==> src/rtl/serial_alu_pkg.sv <==
// Shared opcode encodings and FSM state type for the bit-serial ALU.
package serial_alu_pkg;

  localparam logic [2:0] OP_AND  = 3'b000;
  localparam logic [2:0] OP_OR   = 3'b001;
  localparam logic [2:0] OP_ADD  = 3'b010;
  localparam logic [2:0] OP_SUB  = 3'b011;
  localparam logic [2:0] OP_LESS = 3'b100;

  typedef enum logic [1:0] {
    IDLE = 2'd0,
    RUN  = 2'd1,
    DONE = 2'd2
  } state_t;

  // Unused encodings 101..111 behave as ADD.
  function automatic logic [2:0] fold_op(input logic [2:0] op);
    return (op > OP_LESS) ? OP_ADD : op;
  endfunction

endpackage

==> src/rtl/serial_alu_slice.sv <==
// One-bit ALU slice: AND/OR/ADD/SUB/LESS with carry or borrow chaining.
module serial_alu_slice
  import serial_alu_pkg::*;
(
  input  logic [2:0] op,
  input  logic       a,
  input  logic       b,
  input  logic       cin,
  output logic       dout,
  output logic       cout
);

  always_comb begin
    dout = 1'b0;
    cout = 1'b0;
    case (fold_op(op))
      OP_AND: dout = a & b;
      OP_OR:  dout = a | b;
      OP_SUB, OP_LESS: begin
        dout = a ^ b ^ cin;
        cout = (~a & b) | (~(a ^ b) & cin);
      end
      default: begin
        dout = a ^ b ^ cin;
        cout = (a & b) | (cin & (a ^ b));
      end
    endcase
  end

endmodule

==> src/rtl/serial_alu_ctrl.sv <==
// Bit-serial ALU sequencer: latches operands, runs the slice LSB-first
// and presents a registered result with a one-cycle done pulse.
//
// state | meaning
// IDLE  | waiting for start
// RUN   | one operand bit per clock through the slice
// DONE  | result valid, done pulse; start here re-enters RUN directly
module serial_alu_ctrl
  import serial_alu_pkg::*;
#(
  parameter int WIDTH = 8,
  localparam int CNT_W = $clog2(WIDTH)
) (
  input  logic             clk,
  input  logic             rst,
  input  logic             start,
  input  logic [2:0]       op,
  input  logic [WIDTH-1:0] a,
  input  logic [WIDTH-1:0] b,
  output logic             busy,
  output logic             done,
  output logic [WIDTH-1:0] result,
  output logic             cout,
  output logic             zero
);

  localparam logic [CNT_W-1:0] LAST_BIT = CNT_W'(WIDTH - 1);

  state_t           state_q;
  logic [WIDTH-1:0] a_sr_q, b_sr_q, shadow_q, result_q;
  logic [2:0]       op_q;
  logic [CNT_W-1:0] cnt_q;
  logic             carry_q, cout_q, zero_q, busy_q, done_q;

  logic             slice_dout, slice_cout;
  logic [WIDTH-1:0] shadow_d, result_d;
  logic             cout_d;

  serial_alu_slice u_slice (
    .op   (op_q),
    .a    (a_sr_q[0]),
    .b    (b_sr_q[0]),
    .cin  (carry_q),
    .dout (slice_dout),
    .cout (slice_cout)
  );

  // Values used on the last RUN cycle, when the MSB comes out of the slice.
  always_comb begin
    shadow_d = {slice_dout, shadow_q[WIDTH-1:1]};
    result_d = shadow_d;
    cout_d   = 1'b0;
    if (op_q == OP_LESS) begin
      result_d = {{(WIDTH-1){1'b0}}, slice_cout};
    end else if (op_q == OP_ADD || op_q == OP_SUB) begin
      cout_d = slice_cout;
    end
  end

  always_ff @(posedge clk) begin
    if (rst) begin
      state_q  <= IDLE;
      a_sr_q   <= '0;
      b_sr_q   <= '0;
      op_q     <= OP_AND;
      cnt_q    <= '0;
      carry_q  <= 1'b0;
      shadow_q <= '0;
      result_q <= '0;
      cout_q   <= 1'b0;
      zero_q   <= 1'b1;
      busy_q   <= 1'b0;
      done_q   <= 1'b0;
    end else begin
      done_q <= 1'b0;
      case (state_q)
        IDLE, DONE: begin
          if (start) begin
            a_sr_q  <= a;
            b_sr_q  <= b;
            op_q    <= fold_op(op);
            cnt_q   <= '0;
            carry_q <= 1'b0;
            busy_q  <= 1'b1;
            state_q <= RUN;
          end else begin
            state_q <= IDLE;
          end
        end
        RUN: begin
          a_sr_q   <= a_sr_q >> 1;
          b_sr_q   <= b_sr_q >> 1;
          carry_q  <= slice_cout;
          shadow_q <= shadow_d;
          cnt_q    <= cnt_q + CNT_W'(1);
          if (cnt_q == LAST_BIT) begin
            result_q <= result_d;
            cout_q   <= cout_d;
            zero_q   <= (result_d == '0);
            busy_q   <= 1'b0;
            done_q   <= 1'b1;
            state_q  <= DONE;
          end
        end
        default: state_q <= IDLE;
      endcase
    end
  end

  assign busy   = busy_q;
  assign done   = done_q;
  assign result = result_q;
  assign cout   = cout_q;
  assign zero   = zero_q;

endmodule

==> config.mk <==
export PLATFORM = sky130hd
export DESIGN_NAME = serial_alu_ctrl
export DESIGN_NICKNAME = d
export VERILOG_FILES = /design/src/rtl/serial_alu_pkg.sv /design/src/rtl/serial_alu_slice.sv /design/src/rtl/serial_alu_ctrl.sv
export SDC_FILE = /design/constraint.sdc
export NUM_CORES = 1
export LEC_CHECK = 0
export CAP_MARGIN = 5
export CORE_MARGIN = 2
export CORE_UTILIZATION = 55
export DETAILED_ROUTE_END_ITERATION = 16
export GPL_TIMING_DRIVEN = 0
export PLACE_DENSITY = 0.84
export SLEW_MARGIN = 20
export SYNTH_ARGS = -nofsm -noshare
export SYNTH_HDL_FRONTEND = slang
export SYNTH_SLANG_ARGS = --single-unit
==> constraint.sdc <==
create_clock -name clk -period 2.6 [get_ports clk]
set_input_delay 0.65 -clock clk [delete_from_list [all_inputs] [get_ports clk]]
set_output_delay 0.65 -clock clk [all_outputs]
set_load 0.02 [all_outputs]
==> impl_results.md <==
- Outcome: finished, final reports clean
- Overall Power: 0.00123 W
- Synth cell types: 29
- Wire length per cell: 13.0 um
- Data required, critical path: 1950 ps
- Port Buffers: 32
- Vias: 1571
- CTS buffer count: 5
- Max Cap Violations: 0
- Crit end category: output port
- CTS Sinks: 44
- CP startpoint kind: flip-flop
- Ports: 34
- Via/cell ratio: 5.45
- Die ar.: 3760 um^2
- Nets: 271
- Drc violations: 0
- Synthesized area: 1810 um^2
- Clk buf depth: 2
- Post-synth ARST share: 0%
- CP max stage delay: 610 ps
- Cts repair resizes: 0
- Syn_area_per_cell: 8.87 um^2
- Ranking of synthesized cells by area: dfxtp_1 (49%), a22oi_1 (11%), a21oi_1 (7.2%)
- RSZ-0062 raised after global routing: no
- Root Buffer Master: clkbuf_4
- Delay-heaviest family, CP: buffers and inverters
- Top-area cell type share of the netlist area: 48.7%
- Max stage delay cell, worst path: clkdlybuf4s50_1
- Gpl congestion: 0.869
- Origin of the worst setup path: result[3]
- Place WS: 487 ps
- FMAX: 506 MHz
- Fin Setup TNS: 0 ps
- Most used DFF post-synth: dfxtp_1
- Drt pass-1 iters: 4
- Static leakage: 0.819 nW
- Total track usage: 22.5%
- ANT cells: 0
- Layout area overhead: 24.1%
- Layout cells sized above 1: 7.79%
- Final slew viol count: 0
- Min-Delay Path Class: flip-flop to flip-flop
- Final setup violation count: 0
- Number of global-route vias before repair: 1386
- Worst-path maximum fanout: 2
- Drt total wl: 3750 um
- Post-layout util: 72.4%
- Clk Latency, worst-skew pair: 350 ps
- Slew margin rel.: 64.8%
- Endpoints failing hold: 0
- Synthesized Nets: 232
- VDD IR max: 0.395 mV
- Most frequent cell after synthesis: dfxtp_1
- Leading area contributor after synthesis: dfxtp_1
- CP arrival: 1320 ps
- Minimum clock period: 1970 ps
- Synth cell count leaders: dfxtp_1 (44), nand2_1 (32), a21oi_1 (26), a22oi_1 (26), nor2_1 (21)
- Synthesis-stage register bit count: 44
- Tcrit/Tclk final: 75.9%
- Post-CTS setup buffers: 0
- Critical path class: flip-flop to output port
- Largest net degree at the start of global routing: 14
- Die H: 61.4 um
- Worst reg2reg startpoint: cnt_q[0]
- CTS clk-pin slew, worst paths: 120 ps
- Fin Clk Skew: 11.3 ps
- Tightest Pin Transition: 527 ps
- Core Region: 3100 um^2
- Die X: 61.4 um
- Htree depth: 2
- Synth warn: 0
- Hold buffers post-CTS: 0
- TritonCTS clock tree: done
- Setup WS post-layout: 626 ps
- Post-DP HPWL: 2660 um
- Number of enable flip-flop cells after synthesis: 0
- Initial antenna violation count: 0
- Gate Count Post-Synth: 204
- First-pass GRT wire length: 6180 um
- GR Overflow Total: 0
- CP Buf/Inv Count: 1
- ANT nets after route: 0
- Power Density: 549 nW/um^2
- Seq/Total Area, Yosys: 48.7%
- HP Start: a_sr_q[4]
- Cell breakdown of the critical path: clkdlybuf4s50_1
- Initial DRC Count: 98
- Initial core utilization: 58.3%
- Row count: 20
[stage by stage]
step | std cells | hold WS, ps | cell area (um^2)
floorplan | 204 | 432 | 1810
CTS | 288 | 463 | 2250
detailed placement | 280 | 446 | 2180
finish | 288 | 463 | 2250
global placement | 280 | 440 | 2180
global route | 288 | 478 | 2250
[kinds of logic after synthesis]
group | after synthesis | synth area share [%]
and+or+nand+nor | 72 | 18.5
buffers and inverters | 18 | 4.98
adders and majority gates | 6 | 4.98
DFF | 44 | 48.7
AOI/OAI and AO/OA | 64 | 22.9
[power by group]
group          switching [W]  total [W]  internal, W  leakage, nW
Combinational      0.0000869   0.000166    0.0000794        0.423
Sequential         0.0000186   0.000719     0.000700        0.358
Clock               0.000219   0.000348     0.000129       0.0380
[final cells by class]
type / count / area (um^2)
sequential: 44 / 881
fill: 272 / 857
multi-input combinational: 142 / 838
timing repair buffer: 32 / 320
buffer: 14 / 75.1
tap: 44 / 55.1
clock buffer: 6 / 51.3
inverter: 4 / 15.0
clock inverter: 2 / 10.0
[state kept, by name, summed over array words and instances, names as in the netlist]
signal,cells
a_sr_q,8
b_sr_q,8
busy,1
carry_q,1
cnt_q,3
cout,1
done,1
op_q,3
result,8
shadow_q,7
state_q,2
zero,1
[worst paths after layout]
path | to | slack [ps] | cells past startpoint
hold reg to reg | a_sr_q[4] | 460 | 2
setup reg to reg | result[3] | 820 | 6
hold / removal | a_sr_q[4] | 460 | 2
setup / recovery | result[3] | 630 | 1
[routing by layer]
| metal | track usage, % | share of wire (%) | up-vias |
|---|---|---|---|
| li1 | - | - | 793 |
| met1 | 30.0 | 46 | 727 |
| met2 | 34.8 | 46 | 45 |
| met3 | 6.30 | 6.0 | 6 |
| met4 | 8.51 | 1.6 | 0 |
| met5 | 0 | 0 | - |
[placed cells by master, fill, tap and decap left out, drive strengths merged]
cell type and count:
o22ai 1, a221oi 1, o41a 1, a221o 1, dfxtp 44, a21oi 26
nand4 1, a22oi 26, nor3b 1, nor2b 7, ha 4, o21bai 1
o21ai 4, inv 4, a211oi 2, buf 7, nand2b 2, nor4 1
nand2 32, clkinv 2, nor3 4, nand3b 2, clkbuf 13, nor2 22
a22o 1, clkdlybuf4s50 32, fa 2
Power figures use the tool's default switching activity.
